File: config.mk
export PLATFORM = sky130hd
export DESIGN_NAME = alu_exec_stage
export DESIGN_NICKNAME = d
export VERILOG_FILES = /design/src/rtl/alu_exec_stage.sv
export SDC_FILE = /design/constraint.sdc
export NUM_CORES = 1
export LEC_CHECK = 0
export ABC_AREA = 1
export CORE_UTILIZATION = 30
export CTS_CLUSTER_DIAMETER = 120
export DETAILED_ROUTE_END_ITERATION = 12
export DONT_BUFFER_PORTS = 1
export PLACE_DENSITY_LB_ADDON = 0.05
export SLEW_MARGIN = 20
export SYNTH_ARGS = -nofsm -noshare
export SYNTH_HDL_FRONTEND = slang
export SYNTH_SLANG_ARGS = --single-unit
File: constraint.sdc
create_clock -name clock -period 4.41 [get_ports clock]
set_clock_uncertainty 0.15 [all_clocks]
set_input_delay 0.2205 -clock clock [delete_from_list [all_inputs] [get_ports clock]]
set_output_delay 0.2205 -clock clock [all_outputs]
set_load 0.02 [all_outputs]
File: src/rtl/alu_exec_stage.sv
// Two-stage pipelined ALU execute stage: S1 holds the issued op, S2 holds the result.
// Valid/ready on both sides; the ready chain flows backward only, so no in_valid->in_ready path exists.

module barrel_shifter #(
  parameter int N = 32,
  parameter int M = 5
) (
  input  logic [N-1:0] i_data,
  input  logic [M-1:0] i_shamt,
  input  logic         i_left,   // 1 selects arithmetic right, 0 selects logical left
  output logic [N-1:0] o_data
);
  logic [N-1:0] w_tmp;

  always_comb begin
    w_tmp = i_data;
    for (int i = 0; i < M; i++) begin
      if (i_shamt[i]) begin
        if (i_left) w_tmp = $signed(w_tmp) >>> (2**i);
        else        w_tmp = w_tmp << (2**i);
      end
    end
    o_data = w_tmp;
  end
endmodule

module alu_exec_stage #(
  parameter int N = 32,
  parameter int M = 5
) (
  input  logic         clock,
  input  logic         reset,
  input  logic         in_valid,
  output logic         in_ready,
  input  logic [4:0]   in_opcode,
  input  logic [N-1:0] in_a,
  input  logic [N-1:0] in_b,
  input  logic [M-1:0] in_shamt,
  output logic         out_valid,
  input  logic         out_ready,
  output logic [N-1:0] out_result,
  output logic         out_ovf,
  output logic         out_ne,
  output logic         out_lt,
  output logic         out_illegal
);
  localparam logic [4:0]   OP_ADD = 5'b00000;
  localparam logic [4:0]   OP_SUB = 5'b00001;
  localparam logic [4:0]   OP_AND = 5'b00010;
  localparam logic [4:0]   OP_OR  = 5'b00011;
  localparam logic [4:0]   OP_SLL = 5'b00100;
  localparam logic [4:0]   OP_SRA = 5'b00101;
  localparam logic [N-1:0] ONE    = {{(N-1){1'b0}}, 1'b1};

  logic         r_s1_valid;
  logic [4:0]   r_op;
  logic [N-1:0] r_a;
  logic [N-1:0] r_b;
  logic [M-1:0] r_shamt;

  logic         r_out_valid;
  logic [N-1:0] r_out_result;
  logic         r_out_ovf;
  logic         r_out_ne;
  logic         r_out_lt;
  logic         r_out_illegal;

  logic         w_s2_ready;
  logic         w_accept;
  logic         w_advance;
  logic [N-1:0] w_sum;
  logic [N-1:0] w_diff;
  logic         w_ovf_add;
  logic         w_ovf_sub;
  logic [N-1:0] w_shift;
  logic         w_shift_right;
  logic [N-1:0] w_result;
  logic         w_ovf;
  logic         w_illegal;

  assign w_s2_ready = !r_out_valid || out_ready;
  assign in_ready   = !r_s1_valid || w_s2_ready;
  assign w_accept   = in_valid && in_ready;
  assign w_advance  = r_s1_valid && w_s2_ready;

  // The comparator flags always come from A-B, independent of the opcode.
  assign w_sum     = r_a + r_b;
  assign w_diff    = r_a + ~r_b + ONE;
  assign w_ovf_add = (r_a[N-1] == r_b[N-1])  && (w_sum[N-1]  != r_a[N-1]);
  assign w_ovf_sub = (r_a[N-1] == ~r_b[N-1]) && (w_diff[N-1] != r_a[N-1]);

  assign w_shift_right = (r_op == OP_SRA);

  barrel_shifter #(.N(N), .M(M)) u_shifter (
    .i_data  (r_a),
    .i_shamt (r_shamt),
    .i_left  (w_shift_right),
    .o_data  (w_shift)
  );

  always_comb begin
    w_result  = '0;
    w_ovf     = 1'b0;
    w_illegal = 1'b0;
    case (r_op)
      OP_ADD: begin w_result = w_sum;  w_ovf = w_ovf_add; end
      OP_SUB: begin w_result = w_diff; w_ovf = w_ovf_sub; end
      OP_AND: w_result = r_a & r_b;
      OP_OR:  w_result = r_a | r_b;
      OP_SLL: w_result = w_shift;
      OP_SRA: w_result = w_shift;
      default: w_illegal = 1'b1;
    endcase
  end

  always_ff @(posedge clock or posedge reset) begin
    if (reset) begin
      r_s1_valid    <= 1'b0;
      r_op          <= '0;
      r_a           <= '0;
      r_b           <= '0;
      r_shamt       <= '0;
      r_out_valid   <= 1'b0;
      r_out_result  <= '0;
      r_out_ovf     <= 1'b0;
      r_out_ne      <= 1'b0;
      r_out_lt      <= 1'b0;
      r_out_illegal <= 1'b0;
    end else begin
      if (w_advance) begin
        r_out_valid   <= 1'b1;
        r_out_result  <= w_result;
        r_out_ovf     <= w_ovf;
        r_out_ne      <= |w_diff;
        r_out_lt      <= w_diff[N-1] ^ w_ovf_sub;
        r_out_illegal <= w_illegal;
      end else if (r_out_valid && out_ready) begin
        r_out_valid <= 1'b0;
      end

      if (w_accept) begin
        r_s1_valid <= 1'b1;
        r_op       <= in_opcode;
        r_a        <= in_a;
        r_b        <= in_b;
        r_shamt    <= in_shamt;
      end else if (w_advance) begin
        r_s1_valid <= 1'b0;
      end
    end
  end

  assign out_valid   = r_out_valid;
  assign out_result  = r_out_result;
  assign out_ovf     = r_out_ovf;
  assign out_ne      = r_out_ne;
  assign out_lt      = r_out_lt;
  assign out_illegal = r_out_illegal;
endmodule

==> summary.md <==
| Metric | Value |
|---|---|
| Synthesized area | 12500 sq um |
| CTS tree | yes |
| Relative slew margins | 33.2% |
| CTS Root Cell | clkbuf_16 |
| Via count | 15000 |
| Gr usage total | 33.9% |
| Final setup TNS | 0 ns |
| First-pass GRT wire length | 102000 microns |
| Crit-path max FO | 9 |
| Hold Crit Class | in -> async |
| Number of buffers and inverters on the critical path | 2 |
| GP Congestion | 0.968 |
| Layout Nets | 2330 |
| VDD IR-drop max | 0.177 mV |
| Vias in the first global route | 14300 |
| Fin crit share | 91.5% |
| Syn Area/Cell | 5.97 sq um |
| Area of the multi-input gates | 8470 sq um |
| Boundary Pins | 116 |
| Vias/cell | 5.58 |
| Core Area | 41000 sq um |
| Crit path largest cell delay | 0.61 ns |
| DRT Pass-1 Iters | 10 |
| Tmin final | 4.03 ns |
| Required @ worst endpoint | 4.58 ns |
| CTS Sinks | 112 |
| Die Ht | 206 microns |
| Register area | 2800 sq um |
| Arr. time, crit path | 4.21 ns |
| Share of cells above drive strength 1 | 4.96% |
| CTS clk-pin slew, worst paths | 0.10 ns |
| Routed Wire Length | 72200 microns |
| F_max | 248 MHz |
| Post-synth EDFFs | 0 |
| CP endpoint kind | flip-flop |
| Most frequent CP cell | nand2_1 |
| Setup Viol. Count Final | 0 |
| Post-DP HPWL | 57300 microns |
| Drc violations | 30 |
| Number of routed nets with antenna violations | 0 |
| Async SR Flop Fraction | 100% |
| Synthesis-to-finish area growth | 14.7% |
| Global route overflow | 0 |
| RSZ-0062 raised after global routing | no |
| Initial Utilization | 30.6% |
| Distinct cell type count after synthesis | 47 |
| Cell area power density | 420 nW/um^2 |
| Crit-path cells | inv_1, ha_1, inv_1, a21oi_1, o21ai_0, nand2_1, o311ai_0, nor2_1, nand3_1, nand2_1, nand2_1, nor2_1, nand4_1, nand2_1, nand2_1 |
| Top delay family on crit path | simple AND/OR/NAND/NOR gates |
| Fin. Hold Viols | 0 |
| DRT iter0 DRCs | 1484 |
| Fill cells | 4598 |
| Initial antenna violation count | 0 |
| Full die area | 42600 sq um |
| Critical path class | reg -> reg |
| H-tree depth | 3 |
| CP max stage cell | ha_1 |
| Setup Buffers After CTS | 0 |
| Largest net degree at the start of global routing | 69 |
| Worst Tran Pin Value | 1.00 ns |
| Avg WL per Cell | 26.8 microns |
| # port buffers | 0 |
| Worst skew pair latency | 0.43 ns |
| Leak pwr | 7.18 nW |
| Clock buffer depth | 2 |
| Rows | 74 |
| CTS Buf Count | 9 |
| FF+latch count, synth | 112 |
| Sequential area share after synthesis | 22.4% |
| Number of max-cap violations | 0 |
| YS warnings | 0 |
| Top_reg_cell synth | dfrtp_1 |
| CTS resizes | 0 |
| Max-slew violations | 0 |
| Syn Nets | 2276 |
| CP Launch Type | flip-flop |
| Status | complete, but fails checks |
| Cells after Synth | 2100 |
| Antenna fix cells | 0 |
| Final core utilization | 35.1% |
| Failing checks | DRC |
| Die W | 206 microns |
-- final cells by class --
cell class	instances	share of cell area, %
tap	532	4.63
multi-input combinational	1668	58.9
clock buffer	9	1.57
timing repair buffer	143	8.96
sequential	112	19.5
inverter	220	5.79
clock inverter	7	0.652
-- registers in the layout, summed over array words and instances, names as in the netlist, 5 cells and up --
register    flops
out_result     32
r_a            32
r_b            32
r_op            5
r_shamt         5
-- power breakdown --
part | internal [mW] | switching, mW
logic | 0.997 | 2.65
registers | 1.17 | 0.228
clock network | 0.420 | 0.576
total | 2.59 | 3.45
-- placed cells by master, fill, tap and decap left out, types with 3 or more instances in the layout --
master         netlist  layout
a211oi_1             4       4
a21boi_0             3       3
a21oi_1            183     183
a221oi_1             5       5
a31oi_1              9       9
buf_4                2      65
clkbuf_16            0       9
dfrtp_1            112     112
dlygate4sd3_1        0      76
ha_1                96      96
inv_1              211     210
inv_2                6       6
inv_6                0       3
nand2_1            601     600
nand3_1            300     300
nand3b_1             6       6
nand4_1             43      43
nor2_1             202     202
nor2_2               3       3
nor3_1              13      13
o211ai_1            13      13
o21ai_0             78      78
o21ai_1             35      35
o21bai_1             9       9
o221ai_1             6       6
o22ai_1             10      10
or2_2                4       4
xor2_1              23      23
-- per-layer routing --
layer  wire length [microns]  track usage [%]
met5                       0                0
met4                    3050             14.4
met3                    4330             4.27
met2                   31500             52.3
met1                   33200             47.1
-- kinds of logic after synthesis --
family | Yosys count | synth area share, %
AND/OR/NAND/NOR | 1184 | 40.2
AO/OA/AOI/OAI | 363 | 15.8
buffers and inverters | 320 | 10.1
flip-flops | 112 | 22.4
adder cells (fa/ha/maj) | 98 | 9.90
XOR/XNOR | 23 | 1.61
-- cell usage after synthesis, types with 9 or more instances --
library cell	instances	area share (%)
xor2_1	23	1.6
o211ai_1	13	0.78
a31oi_1	9	0.45
buf_1	14	0.42
o21bai_1	9	0.54
nand3_1	300	12
o21ai_1	35	1.4
a21oi_1	183	7.3
nand2_1	601	18
inv_1	211	6.3
o21ai_0	78	3.1
buf_2	26	1.0
clkbuf_1	53	1.6
dfrtp_1	112	22
ha_1	96	9.6
nor2_1	202	6.0
nor3_1	13	0.52
nand4_1	43	2.1
o22ai_1	10	0.50
-- what timing repair did --
item	4_1_cts	5_1_grt
endpoints found under the setup margin	0	0
hold buffers	76	0
hold endpoints to repair	142	0
-- worst paths after layout --
check / from / to / cells past startpoint / slack [ns]
setup / recovery: r_a[24] / out_ne / 15 / 0.38
max in group asynchronous: reset / r_a[3] / 3 / 2.51
hold reg to reg: r_b[31] / r_b[31] / 2 / 0.42
min in group clock: in_b[29] / r_b[29] / 3 / 0.35
setup reg to reg: r_a[24] / out_ne / 15 / 0.38
hold / removal: reset / r_op[3] / 2 / 0.23
-- metrics by stage --
stage                     area, sq um  hold slack (ns)  setup WS (ns)  power (mW)  cells
final                           14400            0.231          0.375        6.04   2691
after global placement          13300           0.0978          0.405        4.96   2599
after detailed placement        13300            0.109          0.475        4.92   2599
after CTS                       14400            0.296          0.464        5.98   2691
after global routing            14400            0.319          0.282        6.40   2691
after floorplan                 12500            0.229           1.08        3.55   2100
No activity file was read; power rests on OpenSTA's default activity.
